**config.mk**
```make
export PLATFORM = sky130hd
export DESIGN_NAME = lru_way_allocator
export DESIGN_NICKNAME = d
export VERILOG_FILES = /design/src/rtl/lru_alloc_pkg.sv /design/src/rtl/lru_tag_match.sv /design/src/rtl/lru_way_allocator.sv
export SDC_FILE = /design/constraint.sdc
export NUM_CORES = 1
export LEC_CHECK = 0
export ABC_AREA = 0
export CAP_MARGIN = 25
export CELL_PAD_IN_SITES_DETAIL_PLACEMENT = 1
export CELL_PAD_IN_SITES_GLOBAL_PLACEMENT = 2
export CORE_ASPECT_RATIO = 0.8
export CORE_MARGIN = 4
export CORE_UTILIZATION = 40
export CTS_BUF_LIST = sky130_fd_sc_hd__clkbuf_8
export CTS_CLUSTER_SIZE = 8
export DETAILED_ROUTE_END_ITERATION = 8
export PLACE_DENSITY_LB_ADDON = 0.3
export SLEW_MARGIN = 20
export SYNTH_ARGS = -nofsm -noshare
export SYNTH_HDL_FRONTEND = slang
export SYNTH_SLANG_ARGS = --single-unit
```
**constraint.sdc**
```tcl
create_clock -name clk -period 3 [get_ports clk]
set_clock_uncertainty 0.1 [all_clocks]
set_input_delay 0.6 -clock clk [delete_from_list [all_inputs] [get_ports clk]]
set_output_delay 0.6 -clock clk [all_outputs]
set_load 0.05 [all_outputs]
```
**src/rtl/lru_alloc_pkg.sv**
```systemverilog
`default_nettype none
// ============================================================================
// Module   : lru_alloc_pkg
// Purpose  : Shared constants and enumerations for the LRU way allocator
//            (tag table geometry, controller states, request opcodes).
// Revision : 1.0 - initial release
// ============================================================================
package lru_alloc_pkg;

  localparam int NUM_WAYS = 4;
  localparam int WAY_W    = 2;

  // Controller states: accept, single-cycle table access, response hold.
  typedef enum logic [1:0] {
    IDLE   = 2'd0,
    LOOKUP = 2'd1,
    RESP   = 2'd2
  } state_t;

  // Request opcodes as carried on req_op_i.
  typedef enum logic {
    OP_LOOKUP = 1'b0,
    OP_INVAL  = 1'b1
  } op_t;

endpackage : lru_alloc_pkg
`default_nettype wire

```
**src/rtl/lru_tag_match.sv**
```systemverilog
`default_nettype none
// ============================================================================
// Module   : lru_tag_match
// Purpose  : Combinational 4-way tag comparator for the allocator's tag
//            table. Reports a hit and its encoded way, plus whether any way
//            is free and the lowest-numbered free way.
// Ports    : valid       - per-way valid bits
//            tags        - per-way stored tags
//            tag         - tag being searched for
//            hit         - some valid way holds tag
//            hit_way     - encoded index of the matching way
//            any_invalid - at least one way is free
//            inv_way     - lowest-numbered free way
// Revision : 1.0 - initial release
// ============================================================================
module lru_tag_match
  import lru_alloc_pkg::*;
#(
  parameter int TAG_W = 8
) (
  input  logic [NUM_WAYS-1:0]            valid,
  input  logic [NUM_WAYS-1:0][TAG_W-1:0] tags,
  input  logic [TAG_W-1:0]               tag,
  output logic                           hit,
  output logic [WAY_W-1:0]               hit_way,
  output logic                           any_invalid,
  output logic [WAY_W-1:0]               inv_way
);

  logic [NUM_WAYS-1:0] w_match;

  generate
    for (genvar g = 0; g < NUM_WAYS; g++) begin : g_way_cmp
      assign w_match[g] = valid[g] && (tags[g] == tag);
    end
  endgenerate

  assign hit         = |w_match;
  assign any_invalid = ~&valid;

  // The table never holds a tag twice, so w_match is at most one-hot and an
  // OR of the matching indices is a valid encoding.
  always_comb begin
    hit_way = '0;
    for (int i = 0; i < NUM_WAYS; i++) begin
      if (w_match[i]) begin
        hit_way = hit_way | WAY_W'(i);
      end
    end
  end

  // Scan from the top down so the lowest-numbered free way wins.
  always_comb begin
    inv_way = '0;
    for (int i = NUM_WAYS - 1; i >= 0; i--) begin
      if (!valid[i]) begin
        inv_way = WAY_W'(i);
      end
    end
  end

endmodule : lru_tag_match
`default_nettype wire

```
**src/rtl/lru_way_allocator.sv**
```systemverilog
`default_nettype none
// ============================================================================
// Module   : lru_way_allocator
// Purpose  : Client-side controller for a 4-entry LRU tracker. Holds a fully
//            associative tag table, serves lookup/allocate and invalidate
//            requests over a valid/ready handshake, and strobes the tracker
//            so its ages follow every table access.
// Ports    : clk, rst_n           - clock, async active-low reset
//            req_valid_i/ready_o  - request handshake
//            req_op_i, req_tag_i  - opcode (0 lookup, 1 invalidate) and tag
//            rsp_valid_o/ready_i  - response handshake
//            rsp_hit_o, rsp_way_o - hit flag and way touched
//            rsp_evict_valid_o/
//            rsp_evict_tag_o      - overwritten entry, if any
//            lru_index_o          - way index to the tracker
//            lru_access_o         - tracker access strobe (mark MRU)
//            lru_update_o         - tracker update strobe (way freed)
//            lru_victim_i         - tracker's current LRU way
// Revision : 1.0 - initial release
// ============================================================================
module lru_way_allocator
  import lru_alloc_pkg::*;
#(
  parameter int TAG_W = 8
) (
  input  logic             clk,
  input  logic             rst_n,
  input  logic             req_valid_i,
  output logic             req_ready_o,
  input  logic             req_op_i,
  input  logic [TAG_W-1:0] req_tag_i,
  output logic             rsp_valid_o,
  input  logic             rsp_ready_i,
  output logic             rsp_hit_o,
  output logic [WAY_W-1:0] rsp_way_o,
  output logic             rsp_evict_valid_o,
  output logic [TAG_W-1:0] rsp_evict_tag_o,
  output logic [WAY_W-1:0] lru_index_o,
  output logic             lru_access_o,
  output logic             lru_update_o,
  input  logic [WAY_W-1:0] lru_victim_i
);

  // --------------------------------------------------------------------------
  // State
  // --------------------------------------------------------------------------
  state_t                         r_state;
  state_t                         w_state_nxt;
  op_t                            r_op;
  logic [TAG_W-1:0]               r_tag;
  logic [NUM_WAYS-1:0]            r_valid;
  logic [NUM_WAYS-1:0][TAG_W-1:0] r_tags;

  logic                           r_rsp_hit;
  logic [WAY_W-1:0]               r_rsp_way;
  logic                           r_rsp_evict_valid;
  logic [TAG_W-1:0]               r_rsp_evict_tag;

  // --------------------------------------------------------------------------
  // Combinational controls
  // --------------------------------------------------------------------------
  logic                           w_hit;
  logic [WAY_W-1:0]               w_hit_way;
  logic                           w_any_invalid;
  logic [WAY_W-1:0]               w_inv_way;

  logic                           w_accept;
  logic                           w_rsp_load;
  logic                           w_tbl_write;
  logic                           w_tbl_clear;
  logic [WAY_W-1:0]               w_tbl_way;
  logic                           w_rsp_hit_nxt;
  logic [WAY_W-1:0]               w_rsp_way_nxt;
  logic                           w_evict_valid_nxt;
  logic [TAG_W-1:0]               w_evict_tag_nxt;

  lru_tag_match #(
    .TAG_W (TAG_W)
  ) u_tag_match (
    .valid       (r_valid),
    .tags        (r_tags),
    .tag         (r_tag),
    .hit         (w_hit),
    .hit_way     (w_hit_way),
    .any_invalid (w_any_invalid),
    .inv_way     (w_inv_way)
  );

  // Next-state and outputs. Table access and tracker strobes happen only in
  // the single LOOKUP cycle; the response is captured there and replayed
  // from registers while RESP waits for the consumer.
  always_comb begin
    w_state_nxt       = r_state;
    req_ready_o       = 1'b0;
    w_accept          = 1'b0;
    w_rsp_load        = 1'b0;
    w_tbl_write       = 1'b0;
    w_tbl_clear       = 1'b0;
    w_tbl_way         = '0;
    w_rsp_hit_nxt     = 1'b0;
    w_rsp_way_nxt     = '0;
    w_evict_valid_nxt = 1'b0;
    w_evict_tag_nxt   = '0;
    lru_access_o      = 1'b0;
    lru_update_o      = 1'b0;
    lru_index_o       = '0;

    unique case (r_state)
      IDLE: begin
        req_ready_o = 1'b1;
        if (req_valid_i) begin
          w_accept    = 1'b1;
          w_state_nxt = LOOKUP;
        end
      end

      LOOKUP: begin
        w_rsp_load  = 1'b1;
        w_state_nxt = RESP;
        if (r_op == OP_LOOKUP) begin
          lru_access_o = 1'b1;
          if (w_hit) begin
            w_rsp_hit_nxt = 1'b1;
            w_rsp_way_nxt = w_hit_way;
          end else if (w_any_invalid) begin
            // A free way is always preferred over evicting a live entry.
            w_tbl_write   = 1'b1;
            w_rsp_way_nxt = w_inv_way;
          end else begin
            // Table full: the tracker's victim is sampled in this cycle.
            w_tbl_write       = 1'b1;
            w_rsp_way_nxt     = lru_victim_i;
            w_evict_valid_nxt = 1'b1;
            w_evict_tag_nxt   = r_tags[lru_victim_i];
          end
          w_tbl_way   = w_rsp_way_nxt;
          lru_index_o = w_rsp_way_nxt;
        end else if (w_hit) begin
          w_rsp_hit_nxt = 1'b1;
          w_rsp_way_nxt = w_hit_way;
          w_tbl_clear   = 1'b1;
          w_tbl_way     = w_hit_way;
          lru_update_o  = 1'b1;
          lru_index_o   = w_hit_way;
        end
      end

      RESP: begin
        if (rsp_ready_i) begin
          w_state_nxt = IDLE;
        end
      end

      default: begin
        w_state_nxt = IDLE;
      end
    endcase
  end

  // --------------------------------------------------------------------------
  // Registers
  // --------------------------------------------------------------------------
  always_ff @(posedge clk or negedge rst_n) begin
    if (!rst_n) begin
      r_state           <= IDLE;
      r_op              <= OP_LOOKUP;
      r_tag             <= '0;
      r_valid           <= '0;
      r_tags            <= '0;
      r_rsp_hit         <= 1'b0;
      r_rsp_way         <= '0;
      r_rsp_evict_valid <= 1'b0;
      r_rsp_evict_tag   <= '0;
    end else begin
      r_state <= w_state_nxt;

      if (w_accept) begin
        r_op  <= op_t'(req_op_i);
        r_tag <= req_tag_i;
      end

      if (w_tbl_write) begin
        r_tags[w_tbl_way]  <= r_tag;
        r_valid[w_tbl_way] <= 1'b1;
      end else if (w_tbl_clear) begin
        r_valid[w_tbl_way] <= 1'b0;
      end

      if (w_rsp_load) begin
        r_rsp_hit         <= w_rsp_hit_nxt;
        r_rsp_way         <= w_rsp_way_nxt;
        r_rsp_evict_valid <= w_evict_valid_nxt;
        r_rsp_evict_tag   <= w_evict_tag_nxt;
      end
    end
  end

  assign rsp_valid_o       = (r_state == RESP);
  assign rsp_hit_o         = r_rsp_hit;
  assign rsp_way_o         = r_rsp_way;
  assign rsp_evict_valid_o = r_rsp_evict_valid;
  assign rsp_evict_tag_o   = r_rsp_evict_tag;

endmodule : lru_way_allocator
`default_nettype wire

```
# After elaboration in Yosys (flattened, before gate mapping)
# Index checks and enable logic that the tools add are counted.
[totals]
output_inout_bits = 18
elab_cells = 81
ramBits = 0
memories = 0
reg_bits = 59
latch_bits = 0
mem_bits_ro = 0
[op_classes]
n_shift = 0
add_sub_neg = 0
n_bitwise = 3
n_div = 0
n_reduce_logical = 10
n_eq_ne = 8
mux = 45
order_cmp = 3
multipliers = 0
[op_table]
columns = ["op", "n"]
rows = [
  ["2-to-1 mux 8 bit", 6],
  ["bitwise mux 32 bit", 1],
  ["== test 8 bit", 4],
  ["2-to-1 mux 2 bit", 13],
  ["2-to-1 mux 1 bit", 19],
  ["binary-select mux 8 bit (select 2 bit)", 1],
  ["demux 8 bit (select 2 bit)", 1],
  ["2-to-1 mux 4 bit", 2],
  ["less-than comparator 2 x 3 -> 1 bit (second input constant)", 2],
  ["case mux 2 bit (3 select lines)", 1],
  ["logical AND 1 bit", 5],
  ["bitwise AND 4 bit", 1],
  ["NOT 4 bit", 1],
  ["OR 4 bit", 1],
  ["AND reduction 4 bit", 1],
  ["OR reduction 4 bit", 1],
  ["demux 1 bit (select 2 bit)", 1],
  ["== test 2 x 1 -> 1 bit (second input constant)", 1],
  ["== test 2 bit (second input constant)", 1],
  ["greater-or-equal comparator 2 x 1 -> 1 bit (second input constant)", 1],
  ["zero test 2 bit", 1],
  ["inequality test 2 x 1 -> 1 bit (second input constant)", 1],
  ["inequality test 2 bit (second input constant)", 1],
  ["AND reduction 2 bit", 1],
  ["nonzero test 2 bit", 1],
]

# Logic depth before layout (Yosys ltp)
# Gate-level depths: netlist (run 1).
[depth]
ltp_word = 16
depth_mapped = 7

# Hierarchy
# A second synthesis (run 1) with hierarchy kept.
[unflattened]
cells_unflattened = 214
hier_area_um2 = 2907.8
[by_module_without_submodules]
columns = ["mod", "instances", "seq_area_each_um2", "cells_each", "area_per_inst_um2"]
rows = [
  ["lru_way_allocator", 1, 1476.4, 162, 2508.7],
  ["lru_tag_match", 1, 0.0, 52, 399.1],
]

# Worst setup path before layout (run 1)
# No wires, ideal clock.
[synth_timing]
path_kind = "in2out"
start = "input port lru_victim_i[1]"
end = "output port lru_index_o[1]"
cell_stages = 4
setup_slack_ns = -0.121
arrival_ns = 2.421
t_required_ns = 2.300
cell_sequence = "clkbuf_1 > o211ai_1 > or3_1 > a21oi_1"
[synth_via]
elab_chain_len = 4
[synth_rtl]
columns = ["element", "line", "rtl"]
rows = [
  ["start: declaration", "lru_way_allocator.sv:41", "input logic [WAY_W-1:0] lru_victim_i"],
  ["2-to-1 mux 2 bit", "lru_way_allocator.sv:125", "end else if (w_any_invalid) begin"],
  ["2-to-1 mux 2 bit", "lru_way_allocator.sv:122", "if (w_hit) begin"],
  ["2-to-1 mux 2 bit", "lru_way_allocator.sv:120", "if (r_op == OP_LOOKUP) begin"],
  ["2-to-1 mux 2 bit", "lru_way_allocator.sv:108", "unique case (r_state)"],
  ["end: declaration", "lru_way_allocator.sv:38", "output logic [WAY_W-1:0] lru_index_o,"],
]
# Every way passes these cells.

# Worst setup path in the final report (run 1)
[layout_timing]
start = "register r_tag[6]"
end = "output port lru_index_o[1]"
[layout_via]
elab_chain_len = 7
word_cells_on_any_way = 15
classes_between = "4 x eq/ne; 6 x mux; 5 x reduce/logical"
[layout_rtl]
columns = ["element", "line", "rtl"]
rows = [
  ["start: declaration", "lru_way_allocator.sv:50", "logic [TAG_W-1:0] r_tag;"],
  ["start signal: assignment", "lru_way_allocator.sv:179", "r_tag <= req_tag_i;"],
  ["== test 8 bit", "lru_tag_match.sv:34", "assign w_match[g] = valid[g] && (tags[g] == tag);"],
  ["logical AND 1 bit", "lru_tag_match.sv:34", ""],
  ["2-to-1 mux 2 bit (2 in series)", "lru_tag_match.sv:46", "if (w_match[i]) begin"],
  ["2-to-1 mux 2 bit (on tied branches)", "lru_way_allocator.sv:122, lru_way_allocator.sv:138", ""],
  ["2-to-1 mux 2 bit *", "lru_way_allocator.sv:120", ""],
  ["2-to-1 mux 2 bit *", "lru_way_allocator.sv:108", ""],
]
# Mark *: on every way between the ends. The rest lies on a longest branch, timed or not.

==> out/results.txt, run 1 <==
status: complete, no violations
vias in the first global route: 2,097
Yosys reg bits: 59
Worst Path Required: 2300 ps
Critical Path AT: 2180 ps
overall power: 0.004500 W
RSZ-0062 raised after global routing: no
row count: 28
fin crit period: 2878 ps
H-tree Lvls: 3
global router's overall resource usage: 16.94%
Post-CTS Hold Buffers: 0
syn_nets: 262
clk sink count: 59
Clock Latency Late Sink: 340 ps
Root Buffer: clkbuf_8
Layout area overhead: 24.92%
CTS tree: yes
largest net degree at the start of global routing: 32
Worst-Margin Slew: 706.9 ps
post-synthesis compound-gate area fraction: 4.378%
largest family of logic cells by synthesized area: multiplexers
maximum VDD drop: 0.0004426 V
Setup crit start kind: flop
post-synthesis sequential area ratio: 48.28%
share of layout cells above drive strength 1: 32.19%
Final Hold Fails: 0
crit share post-route: 95.95%
Syn Std Cell Area: 3058 um2
Die X: 105.8 um
synth warn: 0
TritonCTS Buffers: 9
relative slew slack: 52.88%
Finished Cell Area: 3820 um2
core box area: 7427 um2
antenna violations before repair: 0
Max-Cap Viols: 0
grt ovf: 0
Vias: 2,025
Post-Syn Instances: 247
io pins: 33
crit-path max FO: 9
crit path kind: reg -> out
post-DP HPWL: 5101 um
post-synth cell types: 32
DRT antenna net count: 0
max frequency: 347.4 MHz
GP Congestion: 0.8465
clock buffer depth: 2
die height: 86.21 um
Synth Area in XOR/XNOR: 9.165%
final setup fails: 0
initial DRC count: 57
Post-Synth Adder-Cell Area: 0%
# port buffers: 32
Final nets: 302
mux cell area share after synthesis: 20.62%
Max Transition Viols Final: 0
DRT Wirelength: 7026 um
dpl cell area: 3521 um2
Synth Area in Simple Gates: 13.34%
Clock transition at path regs: 60 ps
setup TNS: 0 ps
mean post-synth cell area: 12.38 um2
drt wl/cell: 17.70 um
first-pass GRT wire length: 11,510 um
mean number of vias per cell: 5.101
Hold/Removal Path Class: in -> async
n_diodes: 0
Die Footprint: 9117 um2
DR pass1 iterations: 4
Pwr per Cell Area: 1178 nW/um2
Pleak: 1.585 nW
residual DRC count: 0
Initial Utilization: 41.17%
crit end category: output pin
logic make-up (layout without fill, tap and decap cells):
family / Yosys count / after routing
flops: 59 / 59
xor+xnor: 32 / 32
mux: 48 / 48
compound gates: 22 / 22
simple gates: 60 / 60
buf+inv: 26 / 71
cell type report:
type | instances | area, um2
Clock inverter | 4 | 95.09
Sequential cell | 59 | 1483
Clock buffer | 12 | 165.2
Multi-Input combinational cell | 162 | 1464
Inverter | 13 | 48.80
Tap cell | 105 | 131.4
Fill cell | 791 | 3607
Timing Repair Buffer | 42 | 432.9
final timing paths:
path / start / endpoint / slack [ps] / depth (start not counted)
setup / recovery: r_tag[6] / lru_index_o[1] / 120 / 7
min in group clk: rsp_evict_tag_o[0] / rsp_evict_tag_o[0] / 370 / 2
hold / removal: rst_n / rsp_hit_o / 210 / 1
setup reg to reg: r_tag[5] / r_tags[16] / 450 / 9
hold reg to reg: rsp_evict_tag_o[0] / rsp_evict_tag_o[0] / 370 / 2
max in group asynchronous: rst_n / r_tags[3] / 1980 / 2
per-layer routing:
metal	part of all wire (%)	wire length (um)	global-route usage [%]
met1	48	3361	23.68
met2	46	3221	25.00
met4	1.8	125	7.176
met5	0	0	0
met3	4.5	318	4.617
cell usage in the layout (no fill, tap or decap), drive strengths merged:
cell           instances
a21o                   1
a21oi                  1
a41o                   2
and2                   2
buf                   14
bufinv                 3
clkbuf                12
clkdlybuf4s50         28
clkinv                 1
dfrtp                 59
inv                   13
mux2                  40
mux4                   8
nand2                 20
nand2b                 2
nand3                  5
nand4                  8
nor2                   9
nor2b                  3
nor3                   4
nor4                   4
nor4b                  1
o211a                  1
o211ai                 1
o21ai                 15
o41ai                  1
or3                    2
xnor2                 29
xor2                   3
state kept, by name, indices dropped and copies added (netlist names), named ones only:
signal	count
r_op	1
r_state	2
r_tag	8
r_tags	32
rsp_evict_tag_o	8
rsp_evict_valid_o	1
rsp_hit_o	1
rsp_way_o	2
Yosys cell counts:
library cell   n  share of area (%)
a21o_1         1               0.25
a21oi_1        1               0.16
a41o_1         2               0.65
and2_1         2               0.41
buf_2          1               0.16
buf_4          8                2.0
clkbuf_1       4               0.49
dfrtp_1       59                 48
inv_1         13                1.6
mux2_1         3                1.1
mux2_2        37                 14
mux4_2         8                5.9
nand2_1       20                2.5
nand2b_1       2               0.41
nand3_1        5               0.82
nand4_1        4               0.82
nand4_2        2               0.82
nand4_4        2                1.4
nor2_1         9                1.1
nor2b_1        3               0.61
nor3_1         2               0.33
nor3_2         2               0.65
nor4_4         4                2.8
nor4b_1        1               0.29
o211a_1        1               0.33
o211ai_1       1               0.25
o21ai_0       15                2.5
o41ai_1        1               0.29
or3_1          1               0.20
or3_2          1               0.25
xnor2_1       29                8.3
xor2_1         3               0.86
critical path, cell delays in order, from the launching register on:
cell     delay [ps]
dfrtp_1         490
xnor2_1         180
nand4_1         160
nor4_4           60
buf_4           160
or3_1           390
a21oi_2         230
buf_12          160
where the power goes:
group / total (W) / switching (W) / internal [W]
Combinational: 0.00197 / 0.00104 / 0.000936
Clock: 0.000930 / 0.000312 / 0.000618
Sequential: 0.00160 / 0.000424 / 0.00117
Total: 0.00450 / 0.00177 / 0.00273
repair_timing:
item	in CTS	in global routing
endpoints found under the setup margin	2	3
gates cloned	0	0
pin swaps	2	2
gates resized for setup	0	6
buffers inserted	2	2
through the flow:
step	util, %	worst slack, ps	hold WS (ps)	std cells
5_1_grt	51.43	2.213	247.9	397
2_1_floorplan	-	181.0	204.4	247
6_report	51.43	121.6	208.6	397
3_5_place_dp	47.41	234.9	366.4	377
4_1_cts	51.11	21.77	217.1	395
3_3_place_gp	47.41	267.5	358.5	377
Power figures use the tool's default switching activity.
==> run 2: changes to the inputs <==
--- a/config.mk
+++ b/config.mk
@@ -11,7 +11,7 @@
 export CELL_PAD_IN_SITES_GLOBAL_PLACEMENT = 2
 export CORE_ASPECT_RATIO = 0.8
 export CORE_MARGIN = 4
-export CORE_UTILIZATION = 40
+export CORE_UTILIZATION = 43
 export CTS_BUF_LIST = sky130_fd_sc_hd__clkbuf_8
 export CTS_CLUSTER_SIZE = 8
 export DETAILED_ROUTE_END_ITERATION = 8
==> constraint.sdc (replaced) <==
create_clock -name clk -period 3.7 [get_ports clk]
set_clock_uncertainty 0.1 [all_clocks]
set_input_delay 0.74 -clock clk [delete_from_list [all_inputs] [get_ports clk]]
set_output_delay 0.74 -clock clk [all_outputs]
set_load 0.05 [all_outputs]
==> run 2 against run 1 <==
  * Routed wire length up 3.5%
  * Via count down 1.8%
  * Die area down 6.4%
  * Combinational power down 18%
  * Clock power down 38%
  * Clock-buffer cell count down 1
  * Register-to-register slack better by 660 ps
  * Global-route usage up 1.9 points
  * Critical path depth down 1
  * Critical path type unchanged
  * Critical endpoint is now lru_update_o
  * Largest cell class unchanged
==> out/results.txt, run 2 (same netlist as run 1, synthesis figures left out) <==
Die Footprint: 8533 um2 (was 9117 um2)
final setup fails: 0 (unchanged)
global router's overall resource usage: 18.89% (was 16.94%)
clock buffer depth: 2 (unchanged)
H-tree Lvls: 3 (unchanged)
Worst-Margin Slew: 601.8 ps (was 706.9 ps)
Clock Latency Late Sink: 340 ps (about the same)
crit path kind: reg -> out (unchanged)
n_diodes: 0 (unchanged)
internal power: 0.002033 W (was 0.002728 W)
row count: 27 (was 28)
Root Buffer: clkbuf_8 (unchanged)
post-DP HPWL: 5218 um (was 5101 um)
Net Sw Frac: 41.71% (was 39.37%)
GP Congestion: 0.8247 (was 0.8465)
Hold/Removal Path Class: in -> async (unchanged)
largest net degree at the start of global routing: 39 (was 32)
Clock transition at path regs: 70 ps (was 60 ps)
Critical Path AT: 2630 ps (was 2180 ps)
residual DRC count: 0 (unchanged)
RSZ-0062 raised after global routing: no (unchanged)
clock power share: 16.6% (was 20.7%)
filler cell count: 715 (was 791)
DR pass1 iterations: 4 (unchanged)
first-pass GRT wire length: 12,010 um (was 11,510 um)
Vias: 1,989 (was 2,025)
die height: 83.43 um (was 86.21 um)
most frequent cells in the layout: dfrtp_1, mux2_2, xnor2_1, clkdlybuf4s50_1, nand2_1 (unchanged)
Most flops, register: r_tags (unchanged)
TritonCTS Buffers: 9 (unchanged)
max reg flops: 32 (unchanged)
R2R depth: 6 (was 9)
Combinational Power Share: 46.2% (was 43.8%)
io pins: 33 (unchanged)
drt wl/cell: 19.50 um (was 17.70 um)
CTS tree: yes (unchanged)
Final Hold Fails: 0 (unchanged)
Worst Path Required: 2860 ps (was 2300 ps)
Layout area overhead: 19.44% (was 24.92%)
crit-path max FO: 9 (unchanged)
DRT antenna net count: 0 (unchanged)
Final nets: 297 (was 302)
Pleak: 1.534 nW (was 1.585 nW)
slowest stage cell, crit path: dlygate4sd2_1 (was dfrtp_1)
mean number of vias per cell: 5.332 (was 5.101)
share of layout cells above drive strength 1: 26.92% (was 32.19%)
Max-Cap Viols: 0 (unchanged)
leading cell type in the layout, fill and taps excluded: dfrtp_1 (unchanged)
max frequency: 287.9 MHz
initial DRC count: 75 (was 57)
setup TNS: 0 ps (unchanged)
status: complete, no violations (unchanged)
Hold Slack: 258.2 ps (was 208.6 ps)
FF/Latch Area: 1476 um2 (was 1483 um2)
crit path cell chain: xnor2_1 > nand3_1 > nor4_4 > nor4_4 > nor3_1 > dlygate4sd2_1 (was xnor2_1 > nand4_1 > nor4_4 > buf_4 > or3_1 > a21oi_2 > buf_12)
crit share post-route: 93.88%
vias in the first global route: 2,147 (was 2,097)
Max Transition Viols Final: 0 (unchanged)
core box area: 6892 um2 (was 7427 um2)
Setup crit start kind: flop (unchanged)
# port buffers: 32 (unchanged)
multi-input logic area: 1453 um2 (was 1464 um2)
fin crit period: 3473 ps
NetSw: 0.001455 W (was 0.001771 W)
sequential power share: 37.2% (was 35.5%)
Pwr per Cell Area: 955.0 nW/um2 (was 1178 nW/um2)
grt ovf: 0 (unchanged)
Die X: 102.3 um (was 105.8 um)
Initial Utilization: 44.37% (was 41.17%)
slowest stage delay, CP: 550 ps (was 490 ps)
maximum VDD drop: 0.0003987 V (was 0.0004426 V)
crit end category: output pin (unchanged)
clk sink count: 59 (unchanged)
DRT Wirelength: 7272 um (was 7026 um)
relative slew slack: 59.88% (was 52.88%)
Top cell by count, worst path: nor4_4
overall power: 0.003488 W (was 0.004500 W)
antenna violations before repair: 0 (unchanged)
==> run 2: cell count changes in the layout (fill, tap and decap cells not counted), sizes merged <==
| cell | previous run | this run |
|---|---|---|
| buf | 14 | 8 |
| bufinv | 3 | 1 |
| inv | 13 | 15 |
| clkbuf | 12 | 11 |
| dlygate4sd2 | 0 | 1 |
==> run 2: per-layer routing <==
metal  track usage (%)  up-vias  routed length (um)  share of wire, %
met5                 0        -                   0                 0
met4             6.079        0                 105               1.4
met3             4.786       12                 328               4.5
met2             27.96       43                3347                46
met1             27.01     1003                3491                48
li1                  -      931                   -                 -
==> run 2: path summary, 6_finish.rpt <==
| check | from | to | slack [ps] |
|---|---|---|---|
| worst min register to register | rsp_evict_tag_o[3] | rsp_evict_tag_o[3] | 380 |
| worst min-delay path | rst_n | rsp_way_o[1] | 260 |
| worst max register to register | r_tag[5] | r_tags[27] | 1110 |
| worst max-delay path | r_tag[5] | lru_update_o | 230 |
| max in group asynchronous | rst_n | r_tags[20] | 2360 |
| min in group clk | rsp_evict_tag_o[3] | rsp_evict_tag_o[3] | 380 |
==> run 2: timing repair <==
| item | CTS | global route |
|---|---|---|
| endpoints found under the setup margin | 1 | 0 |
| gates resized for setup | 1 | 0 |
| hold buffers | 0 | 0 |
| buffers inserted | 0 | 0 |
| hold endpoints to repair | 0 | 0 |
==> run 2: power by group through the flow <==
stage                     Combinational, W  Sequential, W  Clock (W)
after floorplan                    0.00115        0.00133          0
after global placement             0.00159        0.00129          0
after detailed placement           0.00162        0.00131          0
after CTS                          0.00164        0.00130   0.000601
after global routing               0.00174        0.00135   0.000635
final                              0.00161        0.00130   0.000581
==> run 2: through the flow <==
step	utilization [%]	area, um2	std cells	worst slack [ps]
global placement	50.20	3460	358	379.9
floorplan	-	3058	247	299.0
finish	53.00	3652	373	226.6
CTS	53.00	3652	373	185.1
detailed placement	50.20	3460	358	320.3
global route	53.00	3652	373	75.74
==> run 2: critical path: cells and delay by family (launching register included) <==
kind,cells,cell delay (ps)
xor gates and xnor gates,1,260
DFF,1,490
and+or+nand+nor,4,990
buffers and inverters,1,550
==> run 2: cell type report <==
| class | count | area share (%) |
|---|---|---|
| multi-input combinational | 162 | 39.77 |
| clock inverter | 4 | 1.165 |
| timing repair buffer | 37 | 10.17 |
| sequential | 59 | 40.42 |
| tap | 87 | 2.980 |
| clock buffer | 11 | 4.145 |
| inverter | 13 | 1.336 |
